[src/rtl/pwm_peripheral.sv]
// Drives 16 user pins from the register block: each pin is low, high, or a shared PWM waveform.
// One prescaled 8-bit counter feeds all pins; the duty value is reloaded only at the period wrap.
module pwm_peripheral #(
  parameter int CLK_DIV = 13,
  parameter int CNT_W   = 8
) (
  input  logic        clk,
  input  logic        rst_n,
  input  logic [7:0]  en_reg_out_7_0,
  input  logic [7:0]  en_reg_out_15_8,
  input  logic [7:0]  en_reg_pwm_7_0,
  input  logic [7:0]  en_reg_pwm_15_8,
  input  logic [7:0]  pwm_duty_cycle,
  output logic [15:0] out,
  output logic        period_start
);

  localparam int PS_W = (CLK_DIV > 1) ? $clog2(CLK_DIV) : 1;
  localparam logic [PS_W-1:0] PS_LAST = PS_W'(CLK_DIV - 1);

  logic [PS_W-1:0]  prescaler;
  logic [CNT_W-1:0] pwm_cnt;
  logic [CNT_W-1:0] duty_l;
  logic             tick;
  logic             wrap;
  logic             wrap_q;
  logic             pwm_sig;
  logic [15:0]      en_out;
  logic [15:0]      en_pwm;
  logic [15:0]      out_next;

  assign tick = (prescaler == PS_LAST);
  assign wrap = tick && (pwm_cnt == {CNT_W{1'b1}});

  always_ff @(posedge clk or negedge rst_n) begin
    if (!rst_n) begin
      prescaler <= '0;
    end else if (tick) begin
      prescaler <= '0;
    end else begin
      prescaler <= prescaler + 1'b1;
    end
  end

  // The wrap edge also reloads the duty buffer, so a new period never sees a half-applied duty.
  always_ff @(posedge clk or negedge rst_n) begin
    if (!rst_n) begin
      pwm_cnt <= '0;
      duty_l  <= '0;
    end else if (tick) begin
      pwm_cnt <= pwm_cnt + 1'b1;
      if (wrap) begin
        duty_l <= CNT_W'(pwm_duty_cycle);
      end
    end
  end

  // Full scale is special-cased so 0xFF means continuously on rather than 255/256.
  always_comb begin
    pwm_sig = 1'b0;
    if (duty_l == {CNT_W{1'b1}}) begin
      pwm_sig = 1'b1;
    end else begin
      pwm_sig = (pwm_cnt < duty_l);
    end
  end

  assign en_out   = {en_reg_out_15_8, en_reg_out_7_0};
  assign en_pwm   = {en_reg_pwm_15_8, en_reg_pwm_7_0};
  assign out_next = en_out & (~en_pwm | {16{pwm_sig}});

  // wrap_q delays the pulse one clk so it lines up with out first showing pwm_cnt == 0.
  always_ff @(posedge clk or negedge rst_n) begin
    if (!rst_n) begin
      out          <= '0;
      wrap_q       <= 1'b0;
      period_start <= 1'b0;
    end else begin
      out          <= out_next;
      wrap_q       <= wrap;
      period_start <= wrap_q;
    end
  end

endmodule

[config.mk]
export PLATFORM = sky130hd
export DESIGN_NAME = pwm_peripheral
export DESIGN_NICKNAME = d
export VERILOG_FILES = /design/src/rtl/pwm_peripheral.sv
export SDC_FILE = /design/constraint.sdc
export NUM_CORES = 1
export LEC_CHECK = 0
export ABC_AREA = 1
export CAP_MARGIN = 0
export CORE_MARGIN = 4
export CORE_UTILIZATION = 45
export DETAILED_ROUTE_END_ITERATION = 7
export PLACE_DENSITY = 0.85
export SLEW_MARGIN = 20
export SYNTH_ARGS = -nofsm -noshare
export SYNTH_HDL_FRONTEND = slang
export SYNTH_SLANG_ARGS = --single-unit
[constraint.sdc]
create_clock -name clk -period 3.5 [get_ports clk]
set_input_delay 0.7 -clock clk [delete_from_list [all_inputs] [get_ports clk]]
set_output_delay 0.7 -clock clk [all_outputs]
set_load 0.01 [all_outputs]
* Word level (Yosys, flattened, before mapping)
Index checks and enable logic that the tools add are counted.
** Storage, ports and cells
- Bits in registers :: 38
- Input bits :: 42
- Output and inout bits :: 17
- Logic and storage cells :: 19
** Operators by class
- Add/subtract/negate cells :: 2
- $lt $le $gt $ge :: 1
- Equality and inequality tests :: 3
- Muxes and demuxes :: 2
- Bitwise logic cells :: 3
- Reduce and logical (&&, ||, !) cells :: 2
** Operator list (count)
- $and A16 B16 Y16 :: 1
- $eq A8 B8 Y1 const B :: 2
- $not A16 Y16 :: 1
- $or A16 B16 Y16 :: 1
- $add A8 B1 Y8 const B :: 1
- $lt A8 B8 Y1 :: 1
- $add A4 B1 Y4 const B :: 1
- $eq A4 B4 Y1 const B :: 1
- $mux W4 :: 1
- $reduce_and A2 Y1 :: 1
- $logic_and A1 B1 Y1 :: 1
- $mux W1 :: 1

* Depth between registers and ports, before layout
Gate-level depths: netlist of the first run.
- Word-level depth :: 4
- Gate-level depth with buffers :: 12
- Depth with buffers taken out :: 11

* Worst setup path before layout of the first run
No wires, ideal clock.
- Kind :: register to register
- Start :: register pwm_cnt[3]
- End :: register out[10]
- Setup time :: 0.113 ns
- Arrival :: 1.436 ns
- Required time :: 3.387 ns
- Setup slack :: 1.952 ns
- Cell stages (with the launch flop) :: 12
- Buffers on the path :: 1
- Clock period less this slack :: 1.548 ns
- Cell sequence :: dfrtp_1 > ha_1 > nand2_1 > inv_1 > nand2_1 > nand2_1 > nand2_1 > nand2_1 > buf_2 > nand3_1 > nand2_1 > inv_1
** Between the ends
- Cells in the longest elaborated chain, start to end :: 4
** Ends and longest elaborated chain
- from (decl) :: RTL line 22 : logic [CNT_W-1:0] pwm_cnt;
- from (signal assigned) :: RTL line 51 : pwm_cnt <= pwm_cnt + 1'b1;
- $lt A8 B8 Y1 :: RTL line 64 : pwm_sig = (pwm_cnt < duty_l);
- $mux W1 :: RTL line 61 : if (duty_l == {CNT_W{1'b1}}) begin
- $or A16 B16 Y16 :: RTL line 70 : assign out_next = en_out & (~en_pwm | {16{pwm_sig}});
- $and A16 B16 Y16 :: RTL line 70
- net out_next[10] :: RTL line 30 : logic [15:0] out_next;
- to (signal assigned) :: RTL line 79 : out <= out_next;
- to (decl) :: RTL line 14 : output logic [15:0] out,
The timed path passes the listed nets, and every way through them passes these cells.
A chain may end at the register's enable or synchronous reset.

* Final worst setup path of the first run
- Start :: register out[11]
- End :: output out[11]
No word-level cell between the ends.

==> results of run 1 <==
## cell type report
type / count / area, um2
fillers: 293 / 1230
flip-flops and latches: 38 / 951
multi-input cells: 119 / 669
clock inverters: 2 / 12.5
repair buffers: 58 / 576
inverters: 35 / 131
well taps: 48 / 60.1
clock buffers: 6 / 82.6
## cell usage after synthesis (all sizes together)
library cell  count
nand2            62
dfrtp            38
inv              35
nand3            19
ha               10
nor2              8
xor2              6
nor3              4
nand4             3
a21oi             2
xnor2             2
a31o              1
and3              1
buf               1
clkbuf            1
nor4              1
## cell families after synthesis
group                    after synthesis  share of synthesized area
XOR/XNOR                               8                     0.0398
AND/OR/NAND/NOR                       98                      0.259
buffers and inverters                 37                     0.0796
adder cells (fa/ha/maj)               10                     0.0711
flip-flops                            38                      0.540
AO/OA/AOI/OAI                          3                     0.0107
## per-layer routing
metal / up-vias / global-route usage
li1: 718 / -
met5: - / 0
met3: 6 / 0.0483
met4: 0 / 0.0793
met2: 39 / 0.263
met1: 648 / 0.181
## flip-flops by register name, summed over array words and instances (netlist names)
name          count
period_start      1
pwm_cnt           8
prescaler         4
out              16
duty_l            8
wrap_q            1
## stage by stage
| stage | hold WS (ns) | std cells | power, mW | setup WS, ns | utilization |
|---|---|---|---|---|---|
| after floorplan | 0.331 | 194 | 0.471 | 1.95 | - |
| after global placement | 0.335 | 298 | 0.544 | 1.78 | 0.642 |
| after detailed placement | 0.344 | 298 | 0.546 | 1.69 | 0.642 |
| after CTS | 0.362 | 306 | 0.856 | 1.61 | 0.668 |
| after global routing | 0.381 | 306 | 0.878 | 1.50 | 0.668 |
| final | 0.356 | 306 | 0.846 | 1.62 | 0.668 |
## power by group through the flow
| stage | registers [mW] | logic (mW) | clock network (mW) |
|---|---|---|---|
| global route | 0.451 | 0.0923 | 0.334 |
| CTS | 0.451 | 0.0868 | 0.319 |
| floorplan | 0.465 | 0.00686 | 0 |
| global placement | 0.459 | 0.0851 | 0 |
| finish | 0.451 | 0.0853 | 0.310 |
| detailed placement | 0.459 | 0.0863 | 0 |
## worst paths after layout
kind / from / endpoint / cells after the start
worst max-delay path: out[11] / out[11] / 1
max in group asynchronous: rst_n / duty_l[3] / 1
min in group asynchronous: rst_n / prescaler[0] / 1
worst min-delay path: wrap_q / period_start / 0
worst min register to register: wrap_q / period_start / 0
worst max register to register: pwm_cnt[5] / out[6] / 8
==> run summary, run 1 <==
status: completed
Chip Width: 70.5 um
Sequential Power Share: 0.533
Worst-path clk slew: 0.07 ns
post-synth cell types: 19
Peak VDD IR: 0.204 mV
vias in the first global route: 1,433
max-slew violations: 0
first-pass GRT wire length: 6.09 mm
Post-CTS Setup Repair Bufs: 0
fraction of layout cells with a size suffix above 1: 0.0620
Comb pwr share: 0.101
Buf/Inv on CP: 1
synth top area cells: dfrtp_1 (54%), nand2_1 (13%), ha_1 (7.1%), inv_1 (6.8%), nand3_1 (5.4%)
CP Cell Sequence: clkdlybuf4s50_1
switching portion of total power: 0.215
CP endpoint kind: output port
ant diodes: 0
sequential area share after synthesis: 0.540
Hold Path Class: reg -> reg
die area: 4980 um2
Initial Util: 0.474
cell taking the most area after synthesis: dfrtp_1
mean post-synth cell area: 9.07 um2
CTS Buf Count: 5
DP HPWL: 2.73 mm
metal2 WL: 1.71 mm
RSZ-0062 raised after global routing: false
DR vias: 1,411
CTS max path bufs: 2
Worst Path Required: 2.80 ns
via-per-instance ratio: 4.61
synthesized instance count: 194
num rows: 22
Top Metal Used: met4
static leakage: 1.33 nW
DR DRC count: 0
clock group share of total power: 0.367
CTS tree: built
CP Max Fanout: 1
Port Buffer Count: 58
Hold Fails Final Rpt: 0
CTS Root Cell: clkbuf_8
Power Density: 341 nW/um2
Final min period: 1.88 ns
total clock sinks: 38
Final nets: 309
routability cong.: 0.854
worst slew pin tran: 0.828 ns
Die Y: 70.5 um
Detailed Route WL: 3.59 mm
commonest non-fill, non-tap cell in the layout: nand2_1
Rel. slew slack: 0.448
R2R Setup Slk: 1.71 ns
Synth Register Bits: 38
antenna-violating nets left: 0
GRT Total Usage: 0.156
Setup CP Type: reg -> out
post-synth top area share: 0.540
Post-Syn Area: 1760 um2
Warnings, synthesis: 0
cts repair resizes: 0
pin count of the biggest net entering global routing: 39
syn_nets: 246
most frequent cells in the layout: nand2_1 (62), clkdlybuf4s50_1 (57), dfrtp_1 (38)
First-pass DRT Iterations: 4
period utilisation layout: 0.537
initial antenna violation count: 0
max-cap check violation count: 0
Internal: 664 uW
Area Overhead vs Synth: 41.0%
Worst Path Arrival: 1.18 ns
latest clock arrival within the worst-skew pair: 0.29 ns
Worst Setup Start Kind: flop
routed len/inst: 11.7 um
hold_buf cts: 0
crit path max-delay cell type: clkdlybuf4s50_1
IO Count: 59
Initial DRC Count: 42
critical path's top delay family: buffers and inverters
Max H-tree Level: 2
f_max: 532 MHz
placed instance area: 2390 um2
core area: 3720 um2
Final setup viols: 0
GRT Residual Overflow: 0
met3 wire len: 215 um
total negative setup slack: 0 ns
final instance area: 2480 um2
Final Skew: 0.00863 ns
Worst path max stage delay: 0.55 ns
sw power: 182 uW
WL met1: 1.59 mm
(Power assumes the default switching activity.)
==> run 2, diff against run 1 <==
- clock period: 3.5 -> 1.75 ns (I/O delays scaled with it)
==> run summary, run 2 (synthesis gave the netlist of run 1 again) <==
status: completed
Chip Width: 70.5 um (unchanged)
f_max: 623 MHz
Final setup viols: 0 (unchanged)
CP Max Fanout: 9 (+8)
RSZ-0062 raised after global routing: false
max reg flops: 16 (unchanged)
Top Metal Used: met4
Top Registers: out (16), duty_l (8), pwm_cnt (8)
Detailed Route WL: 3.65 mm (+1.8%)
met3 wire len: 267 um (+24%)
Worst Setup Start Kind: flop
ant diodes: 0 (unchanged)
routed len/inst: 11.7 um (-0.17%)
DR DRC count: 0 (unchanged)
DP HPWL: 2.88 mm (+5.2%)
CTS max path bufs: 2 (unchanged)
overall power: 1.68 mW (+98%)
pin count of the biggest net entering global routing: 39 (unchanged)
routability cong.: 0.766 (-10%)
num rows: 22 (unchanged)
Setup CP Type: reg -> reg
end of the worst register-to-register path: duty_l[2]
CTS Buf Count: 5 (unchanged)
DR vias: 1,449 (+2.7%)
worst reg-to-reg path cell count: 9 (+1)
latest clock arrival within the worst-skew pair: 0.28 ns (about the same)
most frequent cells in the layout: nand2_1 (62), clkdlybuf4s50_1 (57), dfrtp_1 (38)
static leakage: 1.37 nW (+2.7%)
Sequential Power Share: 0.537 (+0.004)
Most flops, register: out
Comb pwr share: 0.105 (+0.004)
total negative setup slack: 0 ns (unchanged)
initial antenna violation count: 0 (unchanged)
Initial DRC Count: 56 (+33%)
Final nets: 315 (+1.9%)
max-slew violations: 0 (unchanged)
CTS tree: built
WL met1: 1.52 mm (-4.4%)
Hold Fails Final Rpt: 0 (unchanged)
cts repair resizes: 0 (unchanged)
total clock sinks: 38 (unchanged)
Rel. slew slack: 0.785 (+0.337)
IO Count: 59 (unchanged)
R2R Setup Slk: 0.15 ns (-1.56 ns)
final worst setup slack: 0.146 ns (-1.47 ns)
Worst R2R Start: prescaler[0]
Worst Path Arrival: 1.83 ns (+0.65 ns)
worst slew pin tran: 0.321 ns (-0.506 ns)
Post-Place Setup Slack: 0.161 ns (-1.53 ns)
core area: 3720 um2 (unchanged)
clock group share of total power: 0.358 (-0.009)
Final min period: 1.60 ns
fraction of layout cells with a size suffix above 1: 0.0795 (+0.0175)
via-per-instance ratio: 4.64 (+0.72%)
Initial Util: 0.474 (unchanged)
Hold Path Class: in -> async
vias in the first global route: 1,372 (-4.3%)
Power Density: 661 nW/um2 (+94%)
Die Y: 70.5 um (unchanged)
Final Skew: 0.00330 ns (-0.00533 ns)
Post-CTS Setup Repair Bufs: 0 (unchanged)
Peak VDD IR: 0.397 mV (+94%)
max-cap check violation count: 0 (unchanged)
metal2 WL: 1.81 mm (+5.9%)
GRT Residual Overflow: 0 (unchanged)
Worst Path Required: 1.98 ns (-0.82 ns)
CP endpoint kind: flop
first-pass GRT wire length: 6.08 mm (-0.23%)
First-pass DRT Iterations: 4 (unchanged)
switching portion of total power: 0.204 (-0.0108)
period utilisation layout: 0.917
Max H-tree Level: 2 (unchanged)
Placed Cells: 304 (+2.0%)
Internal: 1.33 mW (+100%)
antenna-violating nets left: 0 (unchanged)
hold_buf cts: 0 (unchanged)
die area: 4980 um2 (unchanged)
Port Buffer Count: 58 (unchanged)
Layout Cells excl Fill: 312 (+2.0%)
GRT Total Usage: 0.157 (about the same)
Worst-path clk slew: 0.07 ns (about the same)
CTS Root Cell: clkbuf_8
Area Overhead vs Synth: 44.1%
commonest non-fill, non-tap cell in the layout: nand2_1
sw power: 342 uW (+88%)
-- run 2: worst max-delay path by stage --
stage / slack, ns / end / start / depth (start not counted)
global placement: 0.19 / out[9] / pwm_cnt[5] / 9
global route: 0.01 / out[14] / duty_l[5] / 10
floorplan: 0.20 / out[10] / pwm_cnt[3] / 11
CTS: 0.14 / out[14] / pwm_cnt[5] / 9
detailed placement: 0.16 / duty_l[2] / prescaler[0] / 9
finish: 0.15 / duty_l[2] / prescaler[0] / 9
-- run 2: metrics by stage --
step                hold slack, ns  area [um2]  utilization
floorplan                   0.0544        1760            -
global placement             0.326        2440        0.658
detailed placement           0.330        2440        0.658
CTS                         0.0205        2540        0.682
global route                0.0324        2540        0.682
finish                      0.0128        2540        0.682
-- run 2: metal layers --
layer  global-route usage  up-vias
met5                    0        -
met4               0.0501        0
met3               0.0582        6
met2                0.262       44
met1                0.188      664
li1                     -      735
-- run 2: worst max-delay path, stage by stage (launching register included) --
cell     delay [ns]
dfrtp_1        0.41
inv_1          0.10
ha_1           0.16
nand2_1        0.12
nor2_8         0.15
nand4_4        0.12
nor4_4         0.15
buf_4          0.20
nand2_1        0.07
nand2_1        0.06
-- run 2: area by class of cell --
class,instances,area (um2)
Clock buffer,7,86.3
Clock inverter,1,5.00
Fill cell,311,1180
Inverter,35,131
Multi-Input combinational cell,119,669
Sequential cell,38,951
Tap cell,48,60.1
Timing Repair Buffer,64,633
-- run 2: power by group through the flow --
stage	Clock, mW	Sequential [mW]	Combinational (mW)
2_1_floorplan	0	0.929	0.0137
3_3_place_gp	0	0.917	0.176
3_5_place_dp	0	0.918	0.179
4_1_cts	0.611	0.901	0.180
5_1_grt	0.648	0.902	0.190
6_report	0.600	0.901	0.176
